### src/rtl/pipeline_hazard_ctrl.sv
// Hazard and sequencing control for the 5-stage pipeline: load-use stalls, EX/MEM redirects,
// data-RAM wait freeze with timeout, and a saturating stall counter. State updates on the falling edge.
module pipeline_hazard_ctrl #(
  parameter int MEM_TIMEOUT = 16,
  parameter int CNT_W       = 16
) (
  input  logic             clk,
  input  logic             reset,
  input  logic [4:0]       IF_ID_Rs,
  input  logic [4:0]       IF_ID_Rt,
  input  logic             IF_ID_UsesRt,
  input  logic             ID_EX_MEMRead,
  input  logic [4:0]       ID_EX_Rt,
  input  logic             EX_MEM_BEQ,
  input  logic             EX_MEM_BNE,
  input  logic             EX_MEM_Zero,
  input  logic             EX_MEM_J,
  input  logic             EX_MEM_JAL,
  input  logic             EX_MEM_JR,
  input  logic             EX_MEM_MEMRead,
  input  logic             EX_MEM_MEMWrite,
  input  logic             MemReady,
  output logic             Enable_PC,
  output logic             Enable_IF_ID,
  output logic             Enable_ID_EX,
  output logic             Enable_EX_MEM,
  output logic             Enable_MEM_WB,
  output logic             Flush_IF_ID,
  output logic             Flush_ID_EX,
  output logic             Flush_EX_MEM,
  output logic [1:0]       PCSrc,
  output logic [1:0]       CtrlState,
  output logic [CNT_W-1:0] StallCount,
  output logic             MemTimeout
);

  localparam int WAIT_W = $clog2(MEM_TIMEOUT);
  localparam logic [WAIT_W-1:0] WAIT_LAST = WAIT_W'(MEM_TIMEOUT - 1);

  typedef enum logic [1:0] {
    ST_RUN      = 2'b00,
    ST_LU_STALL = 2'b01,
    ST_MEM_WAIT = 2'b10,
    ST_ERROR    = 2'b11
  } state_t;

  state_t            state_q, state_d;
  logic [WAIT_W-1:0] wait_q, wait_d;
  logic [CNT_W-1:0]  cnt_q;
  logic              timeout_q;

  logic memstall, taken, loaduse, stall_inc;

  assign memstall = (EX_MEM_MEMRead | EX_MEM_MEMWrite) & ~MemReady;
  assign taken    = (EX_MEM_BEQ & EX_MEM_Zero) | (EX_MEM_BNE & ~EX_MEM_Zero) |
                    EX_MEM_J | EX_MEM_JAL | EX_MEM_JR;
  assign loaduse  = ID_EX_MEMRead & (ID_EX_Rt != 5'd0) &
                    ((ID_EX_Rt == IF_ID_Rs) | (IF_ID_UsesRt & (ID_EX_Rt == IF_ID_Rt)));
  assign stall_inc = (memstall | (loaduse & ~taken)) & (state_q != ST_ERROR);

  always_ff @(negedge clk or posedge reset) begin
    if (reset) begin
      state_q <= ST_RUN;
      wait_q  <= '0;
    end else begin
      state_q <= state_d;
      wait_q  <= wait_d;
    end
  end

  always_comb begin
    state_d = state_q;
    wait_d  = wait_q;
    case (state_q)
      ST_RUN, ST_LU_STALL: begin
        wait_d = '0;
        if (memstall)                state_d = ST_MEM_WAIT;
        else if (loaduse && !taken)  state_d = ST_LU_STALL;
        else                         state_d = ST_RUN;
      end
      ST_MEM_WAIT: begin
        if (!memstall) begin
          state_d = ST_RUN;
          wait_d  = '0;
        end else if (wait_q == WAIT_LAST) begin
          state_d = ST_ERROR;
        end else begin
          wait_d = wait_q + 1'b1;
        end
      end
      default: state_d = ST_ERROR;
    endcase
  end

  // Outputs: reset and ERROR freeze everything; otherwise memstall > taken > loaduse > normal.
  always_comb begin
    Enable_PC     = 1'b1;
    Enable_IF_ID  = 1'b1;
    Enable_ID_EX  = 1'b1;
    Enable_EX_MEM = 1'b1;
    Enable_MEM_WB = 1'b1;
    Flush_IF_ID   = 1'b0;
    Flush_ID_EX   = 1'b0;
    Flush_EX_MEM  = 1'b0;
    PCSrc         = 2'b00;
    if (reset || state_q == ST_ERROR || memstall) begin
      Enable_PC     = 1'b0;
      Enable_IF_ID  = 1'b0;
      Enable_ID_EX  = 1'b0;
      Enable_EX_MEM = 1'b0;
      Enable_MEM_WB = 1'b0;
    end else if (taken) begin
      Flush_IF_ID  = 1'b1;
      Flush_ID_EX  = 1'b1;
      Flush_EX_MEM = 1'b1;
      if (EX_MEM_JR)                    PCSrc = 2'b11;
      else if (EX_MEM_J || EX_MEM_JAL)  PCSrc = 2'b10;
      else                              PCSrc = 2'b01;
    end else if (loaduse) begin
      Enable_PC    = 1'b0;
      Enable_IF_ID = 1'b0;
      Flush_ID_EX  = 1'b1;
    end
  end

  always_ff @(negedge clk or posedge reset) begin
    if (reset) begin
      cnt_q     <= '0;
      timeout_q <= 1'b0;
    end else begin
      if (stall_inc && cnt_q != {CNT_W{1'b1}}) cnt_q <= cnt_q + 1'b1;
      if (state_d == ST_ERROR) timeout_q <= 1'b1;
    end
  end

  assign CtrlState  = state_q;
  assign StallCount = cnt_q;
  assign MemTimeout = timeout_q;

endmodule

### config.mk
export PLATFORM = sky130hd
export DESIGN_NAME = pipeline_hazard_ctrl
export DESIGN_NICKNAME = d
export VERILOG_FILES = /design/src/rtl/pipeline_hazard_ctrl.sv
export SDC_FILE = /design/constraint.sdc
export NUM_CORES = 1
export LEC_CHECK = 0
export ABC_AREA = 1
export BUFFER_PORTS_ARGS = -buffer_cell sky130_fd_sc_hd__buf_2
export CAP_MARGIN = 30
export CORE_ASPECT_RATIO = 0.9
export CORE_MARGIN = 10
export CORE_UTILIZATION = 35
export DETAILED_ROUTE_END_ITERATION = 12
export HOLD_SLACK_MARGIN = 0.08
export PLACE_DENSITY = 0.71
export SYNTH_ARGS = -nofsm -noshare
export SYNTH_HDL_FRONTEND = slang
export SYNTH_SLANG_ARGS = --single-unit
### constraint.sdc
create_clock -name clk -period 1.85 [get_ports clk]
set_clock_uncertainty 0.15 [all_clocks]
set_input_delay 0.0925 -clock clk [delete_from_list [all_inputs] [get_ports clk]]
set_output_delay 0.0925 -clock clk [all_outputs]
set_load 0.05 [all_outputs]
# ---- After elaboration in Yosys (flattened, before gate mapping)
# Cells that the tools add are included.
dict set report totals {
  reg_bits 23
  latchBits 0
  ram_bits 0
  rom_bits 0
  inputBits 28
  wordCells 66
  memories 0
}
dict set report classes {
  n_addsub 2
  multipliers 0
  div 0
  magnitude_cmp 0
  n_eq_ne 10
  shifts 0
  muxes 21
  bitwise 18
  n_reduce_logical 11
}
# operator n
set ops {}
lappend ops {{$add A16 B1 Y16 const B} 1}
lappend ops {{$ne A16 B16 Y1 const B} 1}
lappend ops {{$mux W2} 7}
lappend ops {{$eq A5 B5 Y1} 2}
lappend ops {{$mux W1} 10}
lappend ops {{$and A1 B1 Y1} 8}
lappend ops {{$mux W4} 2}
lappend ops {{$pmux W4 S2} 1}
lappend ops {{$or A1 B1 Y1} 7}
lappend ops {{$eq A2 B2 Y1 const B} 3}
lappend ops {{$reduce_bool A5 Y1} 1}
lappend ops {{$add A4 B1 Y4 const B} 1}
lappend ops {{$eq A4 B4 Y1 const B} 1}
lappend ops {{$pmux W2 S2} 1}
lappend ops {{$logic_or A1 B1 Y1} 3}
lappend ops {{$ne A3 B3 Y1 const B} 1}
lappend ops {{$not A1 Y1} 3}
lappend ops {{$eq A2 B1 Y1 const B} 1}
lappend ops {{$logic_and A1 B1 Y1} 2}
lappend ops {{$logic_not A2 Y1} 1}
lappend ops {{$ne A2 B2 Y1 const B} 1}
lappend ops {{$reduce_and A2 Y1} 1}
lappend ops {{$reduce_bool A2 Y1} 1}
lappend ops {{$reduce_or A2 Y1} 1}
lappend ops {{$logic_not A1 Y1} 1}

# ---- Logic depth before layout (Yosys ltp)
dict set report depth {
  depth_word 12
  mapped_depth 12
}

==> results.py <==
metrics = {
    "synth": {
        "ys_ff_latch": 23,
        "synth_edf_count": 0,
        "syn_avg_cell_area_sq_um": 7.04,
        "yosysUniqueCellTypes": 26,
        "synth_top_area_share_pct": 32.6,
        "netlist_instances": 251,
        "synth_ff_type": "dfrtn_1",
        "async_flop_share_pct": 100,
        "yosysTopAreaCell": "dfrtn_1",
        "synth.area.top_cells": "dfrtn_1 (33%), nand2_1 (14%), nand3_1 (8.5%)",
        "ys_seq_area_share_pct": 32.6,
        "synth_nets": 281,
        "yosysWarnings": 0,
        "netlist_top_cells_count": "nand2_1 (64), inv_1 (36), nand3_1 (30), dfrtn_1 (23), nor2_1 (20)",
        "yosysMostFrequentCell": "nand2_1",
        "synth_area_sq_um": 1770,
    },
    "setup_path": {
        "r2r_start": "StallCount[1]$_DFFE_NP0P_",
        "crit_start": "CtrlState[1]$_DFF_NP0_",
        "worst_setup_path_end_kind": "primary output",
        "path_cells": "nand2_2, nand2_4, nor2_4, inv_4, nor3_4, buf_6",
        "cpPeakStageDelay_ps": 360,
        "worst_r2r_endpoint": "StallCount[10]$_DFFE_NP0P_",
        "worstPathArrival_ps": 2240,
        "crit_family": "simple AND/OR/NAND/NOR gates",
        "crit_path_start_kind": "flop",
        "crit_end": "PCSrc[0]",
        "critPathSlowestCell": "dfrtn_1",
        "cp.depth": 6,
        "crit_fanout": 4,
        "reg2reg_depth": 8,
        "crit_buf_inv": 2,
        "critical_path_class": "reg2out",
        "rrSetupSlack_ps": -150,
        "critical_path_required_ps": 1610,
    },
    "cts": {
        "cts_tree": "yes",
        "worstSkewPairLatency_ps": 280,
        "cts.sinks": 23,
        "root_buffer": "clkbuf_8",
        "clk_pin_slew_ps": 60,
        "clockBufferDepth": 2,
        "cts_made_buffers": 3,
        "holdBufCountCts": 0,
        "cts.htree.levels": 1,
    },
    "finish": {
        "syn2layout_area_growth_pct": 60.4,
        "diodes": 0,
        "instances_no_fill": 415,
        "num-nets-final": 381,
        "drive_gt1_share_pct": 44.6,
        "postLayoutCoreUtil_pct": 58.3,
    },
    "floorplan": {
        "io_pins": 57,
        "dieHeight_um": 87.4,
        "fp-row-count": 24,
        "dieArea_sq_um": 8290,
        "start_util_pct": 36.3,
        "fp.coreArea_sq_um": 4860,
        "die_x_um": 94.9,
    },
    "timing": {
        "layout_setup_ws_ps": -628,
        "final_hold_viol_count": 0,
        "rsz0062_at_grt": "true",
        "worst_pin_slew_ps": 434,
        "max_slew_margin_pct": 71.0,
        "final-setup-viol-count": 45,
        "slew_violations": 0,
    },
    "placement": {
        "routabilityCongestion": 0.821,
        "dp_cells": 392,
        "dp_hpwl_um": 3650,
        "port_buffers": 56,
    },
    "power": {
        "finalPower_mw": 2.02,
        "total_leakage_power_nw": 1.52,
        "vdd_drop_max_v": 0.000635,
        "p_per_area_nw_per_um2": 713,
    },
    "route": {
        "ant_nets": 0,
        "drtIter0Drc": 92,
        "avgViaCountPerCell": 4.47,
        "wire_per_inst_um": 11.7,
        "dr.pass1.iters": 4,
        "drc": 0,
        "vias": 1853,
        "routed_wl_um": 4870,
    },
    "grt": {
        "grt_pass1_vias": 1910,
        "grt_max_degree": 24,
        "antenna_found_initial": 0,
        "grt_overflow": 0,
        "grt_usage_pct": 11.9,
        "grt_pass1_wl_um": 8220,
    },
    "flow_run": {
        "cap_violations": 0,
    },
    "status": {
        "status": "finished with violations",
        "violations": "setup timing",
    },
    "min_path": {
        "min_path_type": "reg2reg",
    },
}
[cell families (layout without fill, tap and decap cells)]
| logic type | count (synthesis) | in the layout | share of synthesized area [%] |
|---|---|---|---|
| fa+ha+maj | 2 | 2 | 1.42 |
| xor+xnor | 15 | 15 | 7.44 |
| flops | 23 | 23 | 32.6 |
| compound gates | 12 | 12 | 4.75 |
| simple gates | 148 | 149 | 40.6 |
| buf+inv | 51 | 149 | 13.2 |
[routing by layer]
layer | up-vias | wire length [um] | global-route usage [%]
li1 | 979 | - | -
met1 | 834 | 2050 | 12.8
met2 | 40 | 2400 | 21.4
met3 | 0 | 422 | 5.34
met4 | 0 | 0 | 1.36
met5 | - | 0 | 0
[metrics by stage]
| step | setup WS, ps | area [sq um] | hold WS (ps) | TNS (ps) |
|---|---|---|---|---|
| after floorplan | -1100 | 1870 | 102 | -16160 |
| after global placement | -516 | 2370 | 258 | -13660 |
| after detailed placement | -581 | 2370 | 265 | -14520 |
| after CTS | -615 | 2750 | 365 | -13310 |
| after global routing | -713 | 2830 | 405 | -16730 |
| final | -628 | 2830 | 359 | -13330 |
[placed cells by master (no fill, tap or decap), drive strengths merged]
cell type	n
buf	102
nor3	5
o21ai	8
clkbuf	4
clkinvlp	1
inv	42
xor2	8
nand3b	2
nand3	31
xnor2	7
a41oi	1
o22ai	1
ha	2
nand2	85
nand4	4
dfrtn	23
nor2	22
a21oi	2
[where the power goes]
group          internal, mW  switching, mW
Clock                 0.154          0.166
Sequential            0.566         0.0416
Combinational         0.452          0.642
[worst reg2reg max path: stages (launching register included)]
cell and delay [ps]:
dfrtn_1 450, buf_4 140, ha_1 150, nand3_1 150, inv_2 130, a41oi_4 230, buf_4 280, nand3_1 100
nand2_1 60
[worst min path at each step]
stage,from,to,slack (ps),cells past startpoint
after global routing,MemTimeout$_DFFE_NP0N_,MemTimeout$_DFFE_NP0N_,400,3
after detailed placement,MemTimeout$_DFFE_NP0N_,MemTimeout$_DFFE_NP0N_,270,2
final,wait_q[1]$_DFFE_NP0P_,wait_q[1]$_DFFE_NP0P_,360,2
after global placement,MemTimeout$_DFFE_NP0N_,MemTimeout$_DFFE_NP0N_,260,2
after CTS,wait_q[1]$_DFFE_NP0P_,wait_q[1]$_DFFE_NP0P_,370,2
after floorplan,reset,Enable_EX_MEM,100,1
[state kept, by name (all words and copies together), names as in the netlist]
name,flops
MemTimeout,1
StallCount,16
wait_q,4
CtrlState,2
[timing repair]
action | 4_1_cts | 5_1_grt
endpoints found under the hold margin | 0 | 0
resized for setup | 69 | 15
cloned | 1 | 0
setup endpoints to repair | 46 | 50
pin swaps | 3 | 2
setup buffers | 14 | 5
[layout make-up]
type	instances	area, sq um
clock buffer	4	45.0
sequential	23	576
fill	447	2030
inverter	43	170
tap	65	81.3
multi-input combinational	178	1090
timing repair buffer	102	868
Power figures use the tool's default switching activity.
